### src/rtl/range_tracker_pkg.sv
// Shared types and default sizes for the range_tracker block.
package range_tracker_pkg;

  typedef enum logic [1:0] {
    IDLE  = 2'd0,
    RUN   = 2'd1,
    DONE  = 2'd2,
    ERROR = 2'd3
  } state_t;

  localparam int DEFAULT_WIDTH     = 10;
  localparam int DEFAULT_CNT_WIDTH = 8;

endpackage

### src/rtl/range_tracker_minmax_update.sv
// Combinational min/max update for one sample; signed compare when
// RANGE_TRACKER_SIGNED_EN is defined, unsigned otherwise.
module minmax_update
  import range_tracker_pkg::*;
#(
  parameter int WIDTH = DEFAULT_WIDTH
) (
  input  logic [WIDTH-1:0] sample,
  input  logic [WIDTH-1:0] cur_min,
  input  logic [WIDTH-1:0] cur_max,
  input  logic             first,
  output logic [WIDTH-1:0] next_min,
  output logic [WIDTH-1:0] next_max
);

  logic below;
  logic above;

`ifdef RANGE_TRACKER_SIGNED_EN
  assign below = $signed(sample) < $signed(cur_min);
  assign above = $signed(sample) > $signed(cur_max);
`else
  assign below = sample < cur_min;
  assign above = sample > cur_max;
`endif

  // Min and max move independently, so one sample can update both.
  assign next_min = (first || below) ? sample : cur_min;
  assign next_max = (first || above) ? sample : cur_max;

endmodule

### src/rtl/range_tracker.sv
// Tracks min/max/range/count of a qualified stream between go and finish.
// Optional signed compare: define RANGE_TRACKER_SIGNED_EN.
module range_tracker
  import range_tracker_pkg::*;
#(
  parameter int WIDTH     = DEFAULT_WIDTH,
  parameter int CNT_WIDTH = DEFAULT_CNT_WIDTH
) (
  input  logic                 clock,
  input  logic                 reset_n,
  input  logic [WIDTH-1:0]     data_in,
  input  logic                 valid_in,
  input  logic                 go,
  input  logic                 finish,
  output logic [WIDTH-1:0]     min_out,
  output logic [WIDTH-1:0]     max_out,
  output logic [WIDTH-1:0]     range_out,
  output logic [CNT_WIDTH-1:0] count_out,
  output logic                 busy,
  output logic                 done,
  output logic                 debug_error,
  output state_t               state_dbg
);

  localparam logic [CNT_WIDTH-1:0] CNT_MAX = '1;

  state_t           state;
  logic             have_sample;
  logic             start;
  logic             accept;
  logic             first;
  logic [WIDTH-1:0] next_min;
  logic [WIDTH-1:0] next_max;

  // start: a go that (re)initialises a measurement; finish wins except in ERROR.
  always_comb begin
    start = 1'b0;
    case (state)
      IDLE, RUN: start = go && !finish;
      ERROR:     start = go;
      default:   start = 1'b0;
    endcase
  end

  assign accept    = valid_in && (start || (state == RUN));
  assign first     = start || !have_sample;
  assign range_out = max_out - min_out;
  assign state_dbg = state;

  minmax_update #(.WIDTH(WIDTH)) u_minmax (
    .sample   (data_in),
    .cur_min  (min_out),
    .cur_max  (max_out),
    .first    (first),
    .next_min (next_min),
    .next_max (next_max)
  );

  always_ff @(posedge clock or negedge reset_n) begin
    if (!reset_n) begin
      state       <= IDLE;
      have_sample <= 1'b0;
      min_out     <= '0;
      max_out     <= '0;
      count_out   <= '0;
      busy        <= 1'b0;
      done        <= 1'b0;
      debug_error <= 1'b0;
    end else begin
      if (start) begin
        have_sample <= accept;
        min_out     <= accept ? next_min : '0;
        max_out     <= accept ? next_max : '0;
        count_out   <= accept ? CNT_WIDTH'(1) : '0;
      end else if (accept) begin
        have_sample <= 1'b1;
        min_out     <= next_min;
        max_out     <= next_max;
        if (count_out != CNT_MAX) count_out <= count_out + 1'b1;
      end

      done <= 1'b0;
      case (state)
        IDLE: begin
          if (finish) begin
            state       <= ERROR;
            debug_error <= 1'b1;
          end else if (go) begin
            state <= RUN;
            busy  <= 1'b1;
          end
        end
        RUN: begin
          if (finish) begin
            busy <= 1'b0;
            if (have_sample || valid_in) begin
              state <= DONE;
              done  <= 1'b1;
            end else begin
              state       <= ERROR;
              debug_error <= 1'b1;
            end
          end
        end
        DONE: state <= IDLE;
        ERROR: begin
          if (go) begin
            state       <= RUN;
            busy        <= 1'b1;
            debug_error <= 1'b0;
          end
        end
        default: state <= IDLE;
      endcase
    end
  end

endmodule

### config.mk
export PLATFORM = sky130hd
export DESIGN_NAME = range_tracker
export DESIGN_NICKNAME = d
export VERILOG_FILES = /design/src/rtl/range_tracker_pkg.sv /design/src/rtl/range_tracker_minmax_update.sv /design/src/rtl/range_tracker.sv
export SDC_FILE = /design/constraint.sdc
export NUM_CORES = 1
export LEC_CHECK = 0
export CORE_MARGIN = 4
export CORE_UTILIZATION = 45
export CTS_CLUSTER_SIZE = 30
export DETAILED_ROUTE_END_ITERATION = 7
export GPL_ROUTABILITY_DRIVEN = 0
export HOLD_SLACK_MARGIN = 0.05
export PLACE_DENSITY = 0.83
export SLEW_MARGIN = 10
export SYNTH_ARGS = -nofsm -noshare
export SYNTH_HDL_FRONTEND = slang
export SYNTH_SLANG_ARGS = --single-unit
export TNS_END_PERCENT = 20
### constraint.sdc
create_clock -name clock -period 2.15 [get_ports clock]
set_input_delay 0.5375 -clock clock [delete_from_list [all_inputs] [get_ports clock]]
set_output_delay 0.5375 -clock clock [all_outputs]
set_load 0.005 [all_outputs]
==> reports/results.txt, run 1 <==
Status = finished, violations left
Failing checks = negative setup slack
Max Slew Vio Count = 0
Via density per instance = 5.29
Ys flop type = dfrtp_1
Layout area overhead = 60.8%
Hold Crit Depth = 2
Share of layout cells above drive strength 1 = 0.321
FF+latch count, synth = 34
Post-synthesis sequential area ratio = 0.361
Half-perimeter wire length after placement = 5170 um
CTS H-tree lvls = 2
DP Area = 0.00353 mm^2
Setup ws final = -0.523 ns
Cell repeated most along the worst path = buf_6
Largest net degree at the start of global routing = 35
Leak = 1.82 nW
Core area = 0.00507 mm^2
Final clock skew = 0.00326 ns
CTS tree = yes
Vias = 2414
Row cnt = 26
# DRC = 0
Fillers = 359
Total GRT Usage = 0.216
Port Buffer Count = 57
Mapped Avg Cell Area = 9.57 um^2
Capturing point of the worst reg2reg path = max_out[9]$_DFFE_PN0P_
Post-synth EDFFs = 0
Crit path DAT = 2.14 ns
Setup crit start = min_out[1]$_DFFE_PN0P_
Maximum VDD drop = 0.000774 V
Root Driver = clkbuf_8
Cells after Synth = 246
Unrepaired setup endpoints after global routing = yes
Die width = 80.3 um
Initial antenna violation count = 0
Yosys Warn Count = 0
Crit path required time = 1.61 ns
MaxCap Viol Count = 0
End-of-flow core utilization = 0.746
RR Startpoint = max_out[1]$_DFFE_PN0P_
First-pass GRT wire length = 10900 um
WS Path Type = reg2out
Actual slew at the worst max-slew pin = 0.431 ns
CP cell instances = buf_6, buf_6, fa_2, nor2b_2, o21ai_2, a21oi_2, buf_4, o221ai_2, xnor2_1, buf_2
Clk slew on worst S/H paths = 0.06 ns
Initial drt markers = 150
Tightest Hold Check Type = reg2reg
Clock latency on the worst-skew pair = 0.28 ns
Synth async-reset ratio = 1.00
Worst Setup EP = range_out[8]
Max incr delay on CP = 0.40 ns
F_max = 374 MHz
Commonest non-fill, non-tap cell in the layout = buf_4
Diodes inserted = 0
Initial Utilization = 0.464
Crit-path max FO = 2
CTS max path bufs = 2
DRT Wirelength = 6980 um
Total gr overflow = 0
Max-slew headroom = 0.713
Die height = 80.3 um
Mapped cell area = 0.00235 mm^2
Number of distinct library cells after synthesis = 45
Worst Setup Start Kind = flop
Post-layout min period = 2.67 ns
Final period util = 1.24
Vias in the first global route = 2504
Design area = 0.00379 mm^2
DR pass1 iterations = 4
Post-DRT Antenna Nets = 0
# hold bufs at CTS = 0
Final #Nets = 431
Final setup viols = 29
Syn_nets = 291
WL per Instance = 15.3 um
Total power divided by cell area = 1640 mW/mm^2
R2R setup slack = 0.01 ns
Final hold vios = 0
CP max-delay cell = dfrtp_1
Crit end category = primary output
CTS Sinks = 34
Die ar. = 0.00645 mm^2
Ports = 58
Minimum hold slack = 0.563 ns
DP Worst Slack = -0.603 ns
Commonest non-fill, non-tap cells in the layout = buf_4, clkdlybuf4s50_1, dfrtp_1
Design Power = 6.19 mW
Worst reg2reg path depth = 11
Num CTS Buffers = 5
==> synth_stat cells, types with 2 or more instances <==
master / count / share of area
xnor2_1: 12 / 0.045
nor2_1: 14 / 0.022
or2_2: 3 / 0.0080
nor3_1: 5 / 0.011
nand3_1: 8 / 0.017
o31ai_1: 2 / 0.0064
nand2_1: 13 / 0.021
nand2b_1: 3 / 0.0080
nor4_1: 2 / 0.0053
o21ai_0: 13 / 0.028
and3_1: 3 / 0.0080
or3_1: 3 / 0.0080
nor2b_1: 5 / 0.013
a21o_1: 2 / 0.0064
a211oi_1: 5 / 0.016
inv_1: 29 / 0.046
a21oi_1: 11 / 0.023
and2_1: 2 / 0.0053
nand4_1: 2 / 0.0053
o21a_1: 2 / 0.0064
dfrtp_1: 34 / 0.36
xor2_1: 2 / 0.0074
a22o_1: 20 / 0.074
clkbuf_1: 2 / 0.0032
ha_1: 29 / 0.15
==> how the worst min path moves through the flow <==
stage | slack (ns) | endpoint | startpoint
after global placement | 0.53 | busy$_DFFE_PN0P_ | busy$_DFFE_PN0P_
after global routing | 0.61 | debug_error$_DFFE_PN0P_ | state_dbg[1]$_DFFE_PN0P_
final | 0.56 | busy$_DFFE_PN0P_ | busy$_DFFE_PN0P_
after floorplan | 0.24 | busy$_DFFE_PN0P_ | reset_n
after CTS | 0.56 | busy$_DFFE_PN0P_ | busy$_DFFE_PN0P_
after detailed placement | 0.54 | busy$_DFFE_PN0P_ | busy$_DFFE_PN0P_
==> state kept, by name, summed over array words and instances (netlist names) <==
name	count
done	1
max_out	10
have_sample	1
busy	1
debug_error	1
count_out	8
state_dbg	2
min_out	10
==> per-layer routing <==
metal | GRT usage | routed length (um) | vias to the layer above
li1 | - | - | 1169
met1 | 0.249 | 2920 | 1165
met2 | 0.403 | 3620 | 64
met3 | 0.0336 | 302 | 16
met4 | 0.0709 | 139 | 0
met5 | 0 | 0 | -
==> worst max-delay path: cells and delay by family (launching register included) <==
kind                       cells  cell delay, ns
buffers and inverters          4            0.49
xor gates and xnor gates       1            0.14
and+or+nand+nor                1            0.13
adders and majority gates      1            0.39
AOI/OAI and AO/OA              3            0.31
DFF                            1            0.40
==> power breakdown <==
part	total [mW]	switching (mW)	internal, mW
sequential	1.08	0.193	0.886
clock	0.438	0.216	0.223
combinational	4.68	1.98	2.69
==> kinds of logic (layout without fill, tap and decap cells) <==
family,Yosys count,in the layout,synth area share
buf+inv,33,173,0.0563
fa+ha+maj,30,30,0.163
flops,34,34,0.361
compound gates,67,67,0.214
xor+xnor,14,14,0.0521
simple gates,68,68,0.154
==> area by class of cell <==
cell class	count	area [um^2]	share of cell area
repair buffers	137	1160	0.305
flip-flops and latches	34	851	0.225
multi-input cells	179	1510	0.398
well taps	70	87.6	0.0231
inverters	29	109	0.0288
clock buffers	7	76.3	0.0202
==> metrics by stage <==
step / setup TNS (ns) / instances
after floorplan: -0.0152 / 246
after global placement: -13.33 / 439
after detailed placement: -15.06 / 439
after CTS: -6.08 / 453
after global routing: -7.92 / 456
final: -6.36 / 456
==> what timing repair did <==
item | in CTS | in global routing
buffers inserted | 7 | 3
endpoints found under the setup margin | 29 | 33
resized for setup | 46 | 19
pin swaps | 25 | 12
(Power assumes the default switching activity.)
==> inputs of run 2 (changes only) <==
- SLEW_MARGIN: 10 -> 20
==> results of run 2 <==
No change in the layout: final DEF, timing and power equal those of run 1.
